## config.mk

```make
export PLATFORM = sky130hd
export DESIGN_NAME = decode_stage
export DESIGN_NICKNAME = d
export VERILOG_FILES = /design/src/rtl/decode_stage.sv
export SDC_FILE = /design/constraint.sdc
export NUM_CORES = 1
export LEC_CHECK = 0
export ABC_AREA = 1
export CORE_MARGIN = 10
export CORE_UTILIZATION = 41
export DETAILED_ROUTE_END_ITERATION = 10
export GPL_ROUTABILITY_DRIVEN = 0
export GPL_TIMING_DRIVEN = 0
export HOLD_SLACK_MARGIN = 0.02
export PLACE_DENSITY = 0.8
export SYNTH_ARGS = -nofsm -noshare
export SYNTH_HDL_FRONTEND = slang
export SYNTH_SLANG_ARGS = --single-unit
export TNS_END_PERCENT = 20
```

## constraint.sdc

```tcl
create_clock -name clk_i -period 3.3 [get_ports clk_i]
set_clock_uncertainty 0.2 [all_clocks]
set_input_delay 0.495 -clock clk_i [delete_from_list [all_inputs] [get_ports clk_i]]
set_output_delay 0.495 -clock clk_i [all_outputs]
set_load 0.01 [all_outputs]
```

## src/rtl/decode_stage.sv

```systemverilog
// decode_stage: one-deep registered RV32I/RV64I decoder between fetch and execute.
// Holds one decoded instruction behind a valid/ready handshake on each side.
module decode_stage #(
  parameter int XLEN = 32,
  parameter bit EN_M = 1'b0
) (
  input  logic            clk_i,
  input  logic            rst_i,
  input  logic            flush_i,
  input  logic            in_valid_i,
  output logic            in_ready_o,
  input  logic [31:0]     in_ir_i,
  input  logic [XLEN-1:0] in_pc_i,
  output logic            out_valid_o,
  input  logic            out_ready_i,
  output logic [XLEN-1:0] out_pc_o,
  output logic [4:0]      rs1_o,
  output logic [4:0]      rs2_o,
  output logic [4:0]      rd_o,
  output logic [2:0]      funct3_o,
  output logic            funct7_o,
  output logic [XLEN-1:0] imm_o,
  output logic [1:0]      op_sel_o,
  output logic            reg_we_o,
  output logic            load_o,
  output logic            store_o,
  output logic            lui_o,
  output logic            auipc_o,
  output logic            branch_o,
  output logic            jal_o,
  output logic            jalr_o,
  output logic            muldiv_o,
  output logic            word_o,
  output logic            ecall_o,
  output logic            ebreak_o,
  output logic            illegal_o
);

  localparam logic [4:0] OPC_LOAD      = 5'b00000;
  localparam logic [4:0] OPC_MISC_MEM  = 5'b00011;
  localparam logic [4:0] OPC_OP_IMM    = 5'b00100;
  localparam logic [4:0] OPC_AUIPC     = 5'b00101;
  localparam logic [4:0] OPC_OP_IMM_32 = 5'b00110;
  localparam logic [4:0] OPC_STORE     = 5'b01000;
  localparam logic [4:0] OPC_OP        = 5'b01100;
  localparam logic [4:0] OPC_LUI       = 5'b01101;
  localparam logic [4:0] OPC_OP_32     = 5'b01110;
  localparam logic [4:0] OPC_BRANCH    = 5'b11000;
  localparam logic [4:0] OPC_JALR      = 5'b11001;
  localparam logic [4:0] OPC_JAL       = 5'b11011;
  localparam logic [4:0] OPC_SYSTEM    = 5'b11100;

  typedef struct packed {
    logic reg_we;
    logic load;
    logic store;
    logic lui;
    logic auipc;
    logic branch;
    logic jal;
    logic jalr;
    logic muldiv;
    logic word;
    logic ecall;
    logic ebreak;
  } ctrl_t;

  // Sign-extend a 32-bit pre-formed immediate to the datapath width.
  function automatic logic signed [XLEN-1:0] sext32(input logic [31:0] v);
    logic signed [XLEN-1:0] r;
    r       = {XLEN{v[31]}};
    r[31:0] = v;
    return r;
  endfunction

  // Shift-immediate encoding check on ir[31:25]; chk25 rejects a 6-bit shamt.
  function automatic logic shift_ok(input logic [6:0] hi, input logic [2:0] f3,
                                    input logic chk25);
    logic top_ok;
    top_ok = (hi[6:1] == 6'b000000) || (f3 == 3'b101 && hi[6:1] == 6'b010000);
    return top_ok && !(chk25 && hi[0]);
  endfunction

  logic [31:0]             ir;
  logic [4:0]              opc;
  logic [2:0]              f3;
  logic [6:0]              f7;
  logic signed [XLEN-1:0]  imm_i, imm_s, imm_b, imm_j, imm_u;
  logic                    known, bad, illegal_d;
  ctrl_t                   raw, ctrl_d;
  logic [1:0]              os_raw, os_d;
  logic signed [XLEN-1:0]  imm_raw, imm_d;
  logic                    accept;

  assign ir    = in_ir_i;
  assign opc   = ir[6:2];
  assign f3    = ir[14:12];
  assign f7    = ir[31:25];
  assign imm_i = sext32({{20{ir[31]}}, ir[31:20]});
  assign imm_s = sext32({{20{ir[31]}}, ir[31:25], ir[11:7]});
  assign imm_b = sext32({{19{ir[31]}}, ir[31], ir[7], ir[30:25], ir[11:8], 1'b0});
  assign imm_j = sext32({{11{ir[31]}}, ir[31], ir[19:12], ir[20], ir[30:21], 1'b0});
  assign imm_u = sext32({ir[31:12], 12'b0});

  assign in_ready_o = !flush_i && (!out_valid_o || out_ready_i);
  assign accept     = in_valid_i && in_ready_o;

  // Decode the incoming word; legality masks every control and immediate output.
  always_comb begin
    raw     = '0;
    os_raw  = 2'b00;
    imm_raw = '0;
    known   = 1'b0;
    bad     = 1'b0;
    case (opc)
      OPC_OP_IMM: begin
        known      = 1'b1;
        raw.reg_we = 1'b1;
        os_raw     = 2'b10;
        imm_raw    = imm_i;
        if (f3 == 3'b001 || f3 == 3'b101) bad = !shift_ok(f7, f3, XLEN == 32);
      end
      OPC_OP_IMM_32: begin
        if (XLEN == 64) begin
          known      = 1'b1;
          raw.reg_we = 1'b1;
          raw.word   = 1'b1;
          os_raw     = 2'b10;
          imm_raw    = imm_i;
          if (f3 == 3'b001 || f3 == 3'b101) bad = !shift_ok(f7, f3, 1'b1);
        end
      end
      OPC_OP, OPC_OP_32: begin
        if (opc == OPC_OP || XLEN == 64) begin
          known      = 1'b1;
          raw.reg_we = 1'b1;
          raw.word   = (opc == OPC_OP_32);
          case (f7)
            7'b0000000: bad = 1'b0;
            7'b0100000: bad = !(f3 == 3'b000 || f3 == 3'b101);
            7'b0000001: begin
              raw.muldiv = 1'b1;
              bad = !EN_M || (opc == OPC_OP_32 && (f3 == 3'b001 || f3 == 3'b010 ||
                                                   f3 == 3'b011));
            end
            default:    bad = 1'b1;
          endcase
        end
      end
      OPC_LUI: begin
        known      = 1'b1;
        raw.reg_we = 1'b1;
        raw.lui    = 1'b1;
        os_raw     = 2'b10;
        imm_raw    = imm_u;
      end
      OPC_AUIPC: begin
        known      = 1'b1;
        raw.reg_we = 1'b1;
        raw.auipc  = 1'b1;
        os_raw     = 2'b11;
        imm_raw    = imm_u;
      end
      OPC_JAL: begin
        known      = 1'b1;
        raw.reg_we = 1'b1;
        raw.jal    = 1'b1;
        os_raw     = 2'b11;
        imm_raw    = imm_j;
      end
      OPC_JALR: begin
        known      = 1'b1;
        raw.reg_we = 1'b1;
        raw.jalr   = 1'b1;
        os_raw     = 2'b10;
        imm_raw    = imm_i;
        bad        = (f3 != 3'b000);
      end
      OPC_BRANCH: begin
        known      = 1'b1;
        raw.branch = 1'b1;
        imm_raw    = imm_b;
        bad        = (f3 == 3'b010 || f3 == 3'b011);
      end
      OPC_LOAD: begin
        known      = 1'b1;
        raw.reg_we = 1'b1;
        raw.load   = 1'b1;
        os_raw     = 2'b10;
        imm_raw    = imm_i;
        bad        = (f3 == 3'b111) || (XLEN == 32 && (f3 == 3'b011 || f3 == 3'b110));
      end
      OPC_STORE: begin
        known      = 1'b1;
        raw.store  = 1'b1;
        os_raw     = 2'b10;
        imm_raw    = imm_s;
        bad        = f3[2] || (XLEN == 32 && f3 == 3'b011);
      end
      OPC_MISC_MEM: known = 1'b1;
      OPC_SYSTEM: begin
        known      = 1'b1;
        raw.ecall  = (ir == 32'h0000_0073);
        raw.ebreak = (ir == 32'h0010_0073);
        bad        = !(raw.ecall || raw.ebreak);
      end
      default: known = 1'b0;
    endcase

    illegal_d = (ir[1:0] != 2'b11) || !known || bad;
    if (illegal_d) begin
      ctrl_d = '0;
      os_d   = 2'b00;
      imm_d  = '0;
    end else begin
      ctrl_d        = raw;
      ctrl_d.reg_we = raw.reg_we && (ir[11:7] != 5'd0);
      os_d          = os_raw;
      imm_d         = imm_raw;
    end
  end

  logic                   vld_p0;
  logic [XLEN-1:0]        pc_p0;
  logic [4:0]             rs1_p0, rs2_p0, rd_p0;
  logic [2:0]             f3_p0;
  logic                   f7_p0;
  logic signed [XLEN-1:0] imm_p0;
  logic [1:0]             os_p0;
  ctrl_t                  ctrl_p0;
  logic                   ill_p0;

  // ---- stage p0: output register, loaded on accept, cleared on consume/flush
  always_ff @(posedge clk_i or posedge rst_i) begin
    if (rst_i) begin
      vld_p0  <= 1'b0;
      pc_p0   <= '0;
      rs1_p0  <= '0;
      rs2_p0  <= '0;
      rd_p0   <= '0;
      f3_p0   <= '0;
      f7_p0   <= 1'b0;
      imm_p0  <= '0;
      os_p0   <= '0;
      ctrl_p0 <= '0;
      ill_p0  <= 1'b0;
    end else if (flush_i) begin
      vld_p0  <= 1'b0;
    end else if (accept) begin
      vld_p0  <= 1'b1;
      pc_p0   <= in_pc_i;
      rs1_p0  <= ir[19:15];
      rs2_p0  <= ir[24:20];
      rd_p0   <= ir[11:7];
      f3_p0   <= f3;
      f7_p0   <= ir[30];
      imm_p0  <= imm_d;
      os_p0   <= os_d;
      ctrl_p0 <= ctrl_d;
      ill_p0  <= illegal_d;
    end else if (out_ready_i) begin
      vld_p0  <= 1'b0;
    end
  end

  assign out_valid_o = vld_p0;
  assign out_pc_o    = pc_p0;
  assign rs1_o       = rs1_p0;
  assign rs2_o       = rs2_p0;
  assign rd_o        = rd_p0;
  assign funct3_o    = f3_p0;
  assign funct7_o    = f7_p0;
  assign imm_o       = imm_p0;
  assign op_sel_o    = os_p0;
  assign reg_we_o    = ctrl_p0.reg_we;
  assign load_o      = ctrl_p0.load;
  assign store_o     = ctrl_p0.store;
  assign lui_o       = ctrl_p0.lui;
  assign auipc_o     = ctrl_p0.auipc;
  assign branch_o    = ctrl_p0.branch;
  assign jal_o       = ctrl_p0.jal;
  assign jalr_o      = ctrl_p0.jalr;
  assign muldiv_o    = ctrl_p0.muldiv;
  assign word_o      = ctrl_p0.word;
  assign ecall_o     = ctrl_p0.ecall;
  assign ebreak_o    = ctrl_p0.ebreak;
  assign illegal_o   = ill_p0;

endmodule

```

==> out/results.ini, run 1 <==
[outcome]
outcome = finished, final reports clean

[synth]
synth_top_area_share = 0.506
ys_ff_latch = 99
ys_types = 22
syn_inst = 631
yosysSeqAreaShare = 0.506
ys_warn_count = 0
syn_area_per_cell_um2 = 7.75
synth_nets = 700
syn_area_mm2 = 0.00489
yosys.area.top_type = dfrtp_1
synthTopCellsByArea = dfrtp_1 (51%), nand2_1 (22%), nand4_1 (5.9%)

[setup_path]
endpoint_kind = primary output
arrival_ns = 1.71
crit_fanout = 2
crit_type = input pin to primary output
reg2reg_from = out_valid_o
cp_cell_sequence = clkdlybuf4s50_1 > nor2_1 > nor2_1 > clkdlybuf4s50_1
startpoint_type = input pin
critical_path.max_stage_delay_ns = 0.56
cp.required_ns = 2.60
crit_path_start = out_ready_i
crit_slowest_cell = clkdlybuf4s50_1

[timing]
timing.hold.ws_ns = 0.273
drv_slew = 0
final.min_clock_period_ns = 2.41
finalSetupViolations = 0
clock.fmax_mhz = 416
worst_slew_pin_slew_ns = 0.652
fin_tns_setup_ns = 0
hold_viol = 0
rsz0062_at_grt = false
max_slew_margin = 0.566
timing.final.crit_share = 0.729

[cells_and_area]
final_layout_size_suffix_gt1_frac = 0.0784
fin_nets = 880
final_common_cell = nand2_1
area_delta_synth_final_pct = 45.8
antenna_cells = 0
utilization = 0.617
layout_common_cells = nand2_1 (282), clkdlybuf4s50_1 (168), dfrtp_1 (99), nand4_1 (46), nor2_1 (44)

[floorplanning]
die-width_um = 129
initial_core_util = 0.423
ioPinCount = 169
die_area_mm2 = 0.0167
row_count = 39
core-area_mm2 = 0.0116
die_h_um = 129

[clock_network]
numCtsBuffers = 9
path_clk_slew_ns = 0.06
cts.repair.resized = 0
h-tree-depth = 3
clk_latency_ns = 0.35
cts_max_path_buffers = 2
cts_root_buf = clkbuf_16
postCtsHoldBufs = 0
cts_tree = built
clock-sinks = 99
cts_setup_buffers = 0

[drt]
drtIter0Drc = 353
wire_per_inst_um = 16.5
wl_um = 15800
avgViaCountPerCell = 5.02
dr.pass1.iters = 5
ant_nets = 0
num_vias = 4810
drc = 0

[power]
ir_drop_uv = 403
p_leak_nw = 3.56
p_per_area_mw_per_mm2 = 453

[placement]
port_buffers = 168
hpwlAfterDp_um = 12300

[global_routing]
grt_pass1_wl_um = 25300
first_global_vias = 4887
overflow = 0
track_usage = 0.190
antenna_found_initial = 0
grt_max_degree = 51

[worst_hold_path]
hold_path_class = flop to flop
min-delay-start = word_o

[job]
cap_violations = 0

-- final cells by class --
cell class	count	area [um2]
clock buffer	10	239
sequential	99	2480
clock inverter	6	111
fill	1032	4430
inverter	39	149
buffer	33	234
timing repair buffer	169	1710
tap	143	179
multi-input combinational	460	2030
-- stage by stage --
| stage | setup slack (ns) | std cells | total power, mW | cell area (um2) |
|---|---|---|---|---|
| floorplan | 0.0146 | 631 | 1.65 | 4890 |
| global placement | -1.50 | 942 | 2.01 | 6750 |
| detailed placement | 0.622 | 943 | 2.03 | 6780 |
| CTS | 0.874 | 959 | 3.26 | 7130 |
| global route | 0.822 | 959 | 3.38 | 7130 |
| finish | 0.894 | 959 | 3.23 | 7130 |
-- synth_stat cells --
cell        n
nor2_1     44
nor3_1      4
or2_2       1
nor2_4      3
buf_2       7
inv_1      34
nand2_4     2
buf_4       1
nand3_2     5
nor2_2      4
o21ai_0    22
nor2_8      1
nand2_1   282
nand2_2     4
buf_6      13
nand3_1    26
nand4_1    46
clkbuf_1    7
buf_1       5
dfrtp_1    99
inv_2       5
a21oi_1    16
-- per-layer routing --
| layer | global-route usage | wire length, um | vias to the layer above |
|---|---|---|---|
| met2 | 0.306 | 7280 | 184 |
| li1 | - | - | 2379 |
| met5 | 0 | 0 | - |
| met3 | 0.0759 | 1610 | 24 |
| met4 | 0.0615 | 354 | 0 |
| met1 | 0.230 | 6570 | 2223 |
-- sequential cells by signal (all words and copies together), names as in the netlist, 2 cells and up --
signal    flops
out_pc_o     32
rd_o          5
imm_o        32
op_sel_o      2
rs2_o         5
rs1_o         5
funct3_o      3
-- power by group --
group          internal (mW)  total (mW)  switching [mW]
logic                  0.323       0.638           0.314
registers               1.31        1.36          0.0522
clock network          0.763        1.23           0.468
-- cells by family after synthesis --
kind of cell | share of synthesized area
DFF | 0.506
AOI/OAI and AO/OA | 0.0389
buffers and inverters | 0.0778
and+or+nand+nor | 0.377
-- critical path, delay by kind of cell --
kind	cells	cell delay [ns]
buffers and inverters	2	1.02
and+or+nand+nor	2	0.19
-- worst paths after layout --
path                                      to  slack, ns  cells after the start
worst max-delay path              in_ready_o       0.89                      4
worst min-delay path                  word_o       0.27                      2
worst max register to register      imm_o[5]       1.25                      8
worst min register to register        word_o       0.27                      2
max in group asynchronous          imm_o[15]       1.82                      3
min in group asynchronous       out_pc_o[14]       0.40                      2
Note: power is estimated with default switching activity, not from simulation.
==> inputs of run 2 (changes only) <==
==> constraint.sdc (replaced) <==
create_clock -name clk_i -period 2 [get_ports clk_i]
set_clock_uncertainty 0.2 [all_clocks]
set_input_delay 0.3 -clock clk_i [delete_from_list [all_inputs] [get_ports clk_i]]
set_output_delay 0.3 -clock clk_i [all_outputs]
set_load 0.01 [all_outputs]
==> out/results.ini, run 2 (synthesis gave the netlist of run 1 again) <==
[outcome]
outcome = finished, final reports clean

[clock_network]
h-tree-depth = 3  ; unchanged
postCtsHoldBufs = 0  ; unchanged
cts_root_buf = clkbuf_16
cts_tree = built
cts_max_path_buffers = 2  ; unchanged
clk_latency_ns = 0.35  ; about the same
numCtsBuffers = 9  ; unchanged
path_clk_slew_ns = 0.07  ; about the same
clock-sinks = 99  ; unchanged

[global_routing]
first_global_vias = 4744  ; -2.9%
overflow = 0  ; unchanged
track_usage = 0.193  ; +0.00244
grt_pass1_wl_um = 25500  ; +0.87%
grt_max_degree = 42  ; -18%
antenna_found_initial = 0  ; unchanged

[placement]
port_buffers = 168  ; unchanged
dp_cells = 944  ; +0.11%
hpwlAfterDp_um = 12400  ; +1.1%

[timing]
hold_viol = 0  ; unchanged
max_slew_margin = 0.537  ; -0.0289
fin_tns_setup_ns = 0  ; unchanged
drv_slew = 0  ; unchanged
rsz0062_at_grt = true
final.min_clock_period_ns = 1.93
finalSetupViolations = 0  ; unchanged
worst_slew_pin_slew_ns = 0.694  ; +0.0419 ns
clock.fmax_mhz = 519
timing.final.crit_share = 0.963

[setup_path]
crit_type = input pin to flop
startpoint_type = input pin
arrival_ns = 2.02  ; +0.31 ns
crit_path_start = in_ir_i[6]
r2r_cells = 10  ; +2
regToRegSetupSlack_ns = 0.15  ; -1.10 ns
rr_endpoint = imm_o[0]
endpoint_kind = flop
crit_fanout = 10  ; +8
cp.required_ns = 2.09  ; -0.51 ns
reg2reg_from = out_valid_o
endpoint = imm_o[14]

[drt]
drc = 0  ; unchanged
wire_per_inst_um = 16.6  ; +0.78%
avgViaCountPerCell = 5.00  ; -0.23%
wl_um = 16000  ; +1.3%
dr.pass1.iters = 5  ; unchanged
num_vias = 4824  ; +0.29%
ant_nets = 0  ; unchanged
drtIter0Drc = 390  ; +10%

[worst_hold_path]
min-delay-start = in_ir_i[21]
hold_path_class = input pin to flop

[power]
ir_drop_uv = 571  ; +42%
p_leak_nw = 3.62  ; +1.5%
p_per_area_mw_per_mm2 = 700  ; +55%

[floorplanning]
die-width_um = 129  ; unchanged
row_count = 39  ; unchanged
core-area_mm2 = 0.0116  ; unchanged
die_h_um = 129  ; unchanged
initial_core_util = 0.423  ; unchanged
die_area_mm2 = 0.0167  ; unchanged
ioPinCount = 169  ; unchanged

[cells_and_area]
final_common_cell = nand2_1
multiInputGateArea_mm2 = 0.00208  ; +2.2%
ff_latch_area_mm2 = 0.00248  ; unchanged
layout_common_cells = nand2_1 (278), clkdlybuf4s50_1 (161), dfrtp_1 (99), nand4_1 (46), nor2_1 (42)
antenna_cells = 0  ; unchanged
final_layout_size_suffix_gt1_frac = 0.107  ; +0.0288
fill_cells = 1006  ; -2.5%
final_cells = 964  ; +0.52%
area_delta_synth_final_pct = 46.9
fin_nets = 885  ; +0.57%

[job]
cap_violations = 0  ; unchanged

-- run 2: report_power, final --
part / leakage [nW] / switching (mW) / internal [mW] / total, mW
sequential: 1.30 / 0.0838 / 2.16 / 2.25
clock: 0.135 / 0.845 / 0.866 / 1.71
combinational: 2.18 / 0.529 / 0.545 / 1.07
-- run 2: worst min path at each step --
stage                        to  cells past startpoint
finish                 rs2_o[1]                      3
global route           rs2_o[1]                      3
CTS                 out_pc_o[0]                      2
detailed placement     muldiv_o                      2
global placement         word_o                      2
floorplan           out_valid_o                      1
-- run 2: through the flow --
stage / utilization / instance area [um2] / hold WS [ns] / setup slack, ns / power, mW
after floorplan: - / 4900 / 0.166 / 0.207 / 2.72
after global placement: 0.584 / 6760 / 0.248 / -0.730 / 3.32
after detailed placement: 0.588 / 6800 / 0.255 / -0.482 / 3.35
after CTS: 0.613 / 7090 / 0.207 / -0.0107 / 5.07
after global routing: 0.621 / 7190 / 0.151 / -0.0592 / 5.27
final: 0.621 / 7190 / 0.105 / 0.0742 / 5.03
-- run 2: timing repair --
action                                  CTS  global route
endpoints found under the setup margin   54            78
pin swaps                                 0             7
resized for setup                        11            27
buffers inserted                          0             4
endpoints found under the hold margin     0             0
-- run 2: critical path: stages --
cell and delay [ns]:
clkdlybuf4s50_1 0.50, clkbuf_4 0.23, nand2_1 0.08, nor2_1 0.09
nand2_1 0.08, nor2_2 0.12, nand2_1 0.11, nand3_4 0.17
buf_6 0.16, nand4_1 0.11, nand2_1 0.08
-- run 2: final cells by class --
| type | count | share of cell area |
|---|---|---|
| buffer | 33 | 0.0355 |
| clock buffer | 9 | 0.0313 |
| clock inverter | 7 | 0.00853 |
| inverter | 39 | 0.0216 |
| multi-input combinational | 460 | 0.289 |
| sequential | 99 | 0.345 |
| tap | 143 | 0.0249 |
| timing repair buffer | 174 | 0.244 |
-- run 2: routing by layer --
layer / part of all wire / up-vias / wire length, um / track usage
li1: - / 2393 / - / -
met1: 0.41 / 2226 / 6540 / 0.238
met2: 0.46 / 182 / 7420 / 0.301
met3: 0.11 / 23 / 1760 / 0.0783
met4: 0.019 / 0 / 303 / 0.0662
met5: 0 / - / 0 / 0
==> edit 1 (settings of run 2) <==
Reset style: synchronous (`rst_i`), changed in one clocked block.
--- a/src/rtl/decode_stage.sv
+++ b/src/rtl/decode_stage.sv
@@ -232,5 +232,5 @@
 
   // ---- stage p0: output register, loaded on accept, cleared on consume/flush
-  always_ff @(posedge clk_i or posedge rst_i) begin
+  always_ff @(posedge clk_i) begin
     if (rst_i) begin
       vld_p0  <= 1'b0;
Function: differs if rst_i is asserted again (counterexample within 4 cycles, from zero or initial values and one cycle with rst_i high); with rst_i held inactive, the same outputs for 4 cycles.
==> edit 1 against run 2 <==
The run now ends with negative setup slack left; sequential power is 8% lower; synthesized cell count is 1.1% higher; count of clock-buffer cells in the layout is 2 higher; setup slack got worse by 140 ps; design area fell by 5.4%; clock power decreased by 36%; synthesized area is 8.9% lower; routed wire length grew 7.9%; core utilization is 1.1 points higher; power decreased by 22%; via count grew 9.2%; sequential cell count unchanged; sequential share of layout area shrank 5.3 points.
==> edit 1: results (changes against run 2) <==
Total Nets Final 902 (+1.9%); vias in the first global route 5022 (+5.9%); Slew headroom 57.27% (+3.6 points); Synth Area in Compound Gates 16.95% (+13 points); Post-synth top flop dfxtp_1; met3 usage 7.362% (-0.47 points); HPWL after detailed placement 12.84 mm (+3.6%); first-pass GRT wire length 25.90 mm (+1.4%); Setup TNS -822.5 ps (-822.5 ps); Clock buf/inv share 2.191% (-1.8 points); metal1 wirelength 6.599 mm (+0.92%); Ant. Diodes 5 (+5); Clock Buffer Count 11 (+2); status finished, violations left; Final setup violation count 29 (+29); VDD IR-drop max 0.0002949 V (-48%); final worst slack -62.81 ps (-137.0 ps); end point of the critical path imm_o[18]; failing checks negative setup slack; filler instances 972 (-3.4%); post-synthesis sequential area ratio 44.46% (-6.2 points); sw power 1092 µW (-25%); cell family with most CP delay simple AND/OR/NAND/NOR gates; top cell types by occurrence after synthesis 173 x nand2_1, 99 x a21oi_1, 99 x dfxtp_1, 55 x nand3_1, 52 x nor2_1; via count 5266 (+9.2%); Signal inverters 49 (+26%); NonClk Buf Share 30.14% (+2.2 points); R2R Setup Slk 100 ps (-50 ps); critical path peak fanout 8 (-2); Syn Nets 707 (+1.0%); count of cell types in the netlist 31 (+41%); Design Area, Final 6795 µm² (-5.4%)
-- edit 1: changes by cell type in the layout (fill, tap and decap cells not counted), moves of 9 or more --
cell                    run 2  this run
clkbuf_8                    0         9
nand4_1                    46         4
nand3_2                     3        13
clkbuf_1                    3        16
buf_4                       5        19
nand2_1                   278       161
a21oi_1                    16        94
dfrtp_1                    99         0
dlymetal6s2s_1              3        17
nand2_2                     7        17
dfxtp_1                     0        99
clkdlybuf4s50_1           161       137
nand3_1                    26        51
-- edit 1: worst min path at each step --
stage / endpoint / startpoint / slack, ps
3_3_place_gp: muldiv_o / muldiv_o / 230
4_1_cts: rd_o[3] / in_ir_i[10] / 170
6_report: rs1_o[0] / in_ir_i[15] / 50
2_1_floorplan: out_valid_o / flush_i / 180
3_5_place_dp: muldiv_o / muldiv_o / 240
5_1_grt: rd_o[0] / in_ir_i[7] / 70
==> edit 2 (flow settings as in run 2) <==
Made on the original files. Set the parameter `EN_M` to 1'b1 (it was 1'b0).
--- a/src/rtl/decode_stage.sv
+++ b/src/rtl/decode_stage.sv
@@ -3,5 +3,5 @@
 module decode_stage #(
   parameter int XLEN = 32,
-  parameter bit EN_M = 1'b0
+  parameter bit EN_M = 1'b1
 ) (
   input  logic            clk_i,
Behaviour: not the same (Yosys sat finds a counterexample within 4 cycles, from zero or initial values and one cycle with rst_i high).
==> edit 2 against run 2 <==
Non-clock buffer count increased by 15; design area grew 3.1%; power fell by 0.93%; sequential cell count is the same; first-iteration DRC count rose by 4.4%; routed wire length increased by 2.8%; via count increased by 3.3%; setup slack got worse by 10 ps; clock power shrank 5%; synthesized area rose by 0.72%.
==> edit 2: results (changes against run 2) <==
R2R Setup Slk 160 ps; Slew headroom 43.47% (-10 points); vias in the first global route 4831 (+1.8%); Routed WL 16.47 mm (+2.8%); Hold Slack 64.82 ps (-40.66 ps); ranking of synthesized cells by area dfrtp_1 50%, nand2_1 21%, nand3_1 5.4%; filler instances 1015 (+0.89%); Warnings, synthesis 0 (unchanged); status finished clean; Syn Nets 720 (+2.9%); ratio of cells with drive above 1 in the final layout 16.34% (+5.6 points); Critical Setup Path Class in -> reg; final hold violation count 0 (unchanged); drt pass-1 iters 5 (unchanged); LEAKAGE 0.003769 µW (+4.2%); HP Class in -> reg; IO Port Bufs 167 (-0.60%); total track usage 19.33% (+0.048 points); Post-CTS Hold Fix Bufs 0 (unchanged); first-pass GRT wire length 25.59 mm (+0.19%); Post-synth top flop dfrtp_1; post-synthesis sequential area ratio 50.28% (-0.36 points); cell family with most CP delay simple AND/OR/NAND/NOR gates; VDD IR-drop max 0.0004944 V (-13%); HPWL after detailed placement 12.32 mm (-0.62%); worst skew pair latency 350 ps (about the same); Root Driver clkbuf_16; crit-path max cell delay 300 ps (-200 ps); clk slew on worst S/H paths 70 ps (about the same); via count 4984 (+3.3%); Arr. time, crit path 2030 ps; largest net degree at the start of global routing 39 (-7.1%); critical path peak fanout 10 (unchanged); Slowest cell on crit path dlygate4sd2_1; Post-synth ARST share 100.0% (unchanged); Clock Tree Buf Depth 2 (unchanged); top cell types by occurrence after synthesis 271 x nand2_1, 99 x dfrtp_1, 59 x nor2_1, 53 x nand3_1, 41 x inv_1; initial drt markers 407 (+4.4%); count of cell types in the netlist 30 (+36%); Total Nets Final 921 (+4.1%); # H-tree levels 3 (unchanged); clock buffer count from CTS 9 (unchanged); initial antenna violation count 1 (+1)
-- edit 2: path summary, 6_finish.rpt --
kind / from / endpoint / cells after the start
max in group asynchronous: rst_i / branch_o / 4
min in group asynchronous: rst_i / imm_o[6] / 2
worst min-delay path: in_ir_i[11] / rd_o[4] / 3
worst max register to register: out_valid_o / out_pc_o[5] / 8
worst max-delay path: in_ir_i[25] / imm_o[19] / 14
worst min register to register: out_pc_o[18] / out_pc_o[18] / 2
-- edit 2: cell type report --
| class | instances | area, µm² | area share (%) |
|---|---|---|---|
| inverter | 46 | 178.9 | 2.415 |
| timing repair buffer | 190 | 1909 | 25.77 |
| antenna | 1 | 2.502 | 0.03377 |
| clock inverter | 7 | 43.79 | 0.5910 |
| clock buffer | 9 | 225.2 | 3.040 |
| sequential | 99 | 2477 | 33.43 |
| buffer | 32 | 220.2 | 2.972 |
| tap | 143 | 178.9 | 2.415 |
| multi-input combinational | 474 | 2173 | 29.33 |
-- edit 2: timing repair --
item | 4_1_cts | 5_1_grt
gates cloned | 2 | 0
buffers inserted | 5 | 14
resized for setup | 36 | 63
pin swaps | 2 | 15
endpoints found under the setup margin | 98 | 88
-- edit 2: cells by family after synthesis --
kind of cell,count (synthesis),share of synthesized area (%)
and+or+nand+nor,423,36.80
AOI/OAI and AO/OA,51,5.993
DFF,99,50.28
buffers and inverters,78,6.932
-- edit 2: worst register-to-register path, cell delays in order, from the launching register on --
cell,delay (ps)
dfrtp_1,380
inv_1,70
nor2_2,50
nor3_2,180
buf_4,250
buf_2,260
buf_2,250
nand2_1,90
nand2_1,70
-- edit 2: power by group --
group	total, µW	switching [µW]	internal (µW)
clock network	1620	782	839
registers	2260	91.4	2170
logic	1110	552	558
-- edit 2: metrics by stage --
step	setup slack, ps	cells	utilization, %	cell area, µm²
2_1_floorplan	199.8	651	-	4931
3_3_place_gp	-703.0	961	58.39	6782
3_5_place_dp	-666.8	963	58.74	6822
4_1_cts	-5.689	986	62.00	7201
5_1_grt	-47.48	1000	63.78	7407
6_report	63.85	1001	63.80	7410
-- edit 2: routing by layer --
layer / GRT usage, % / routed length [µm]
met4: 6.151 / 316
met3: 9.666 / 2142
met2: 29.59 / 7432
met5: 0 / 0
met1: 23.36 / 6573
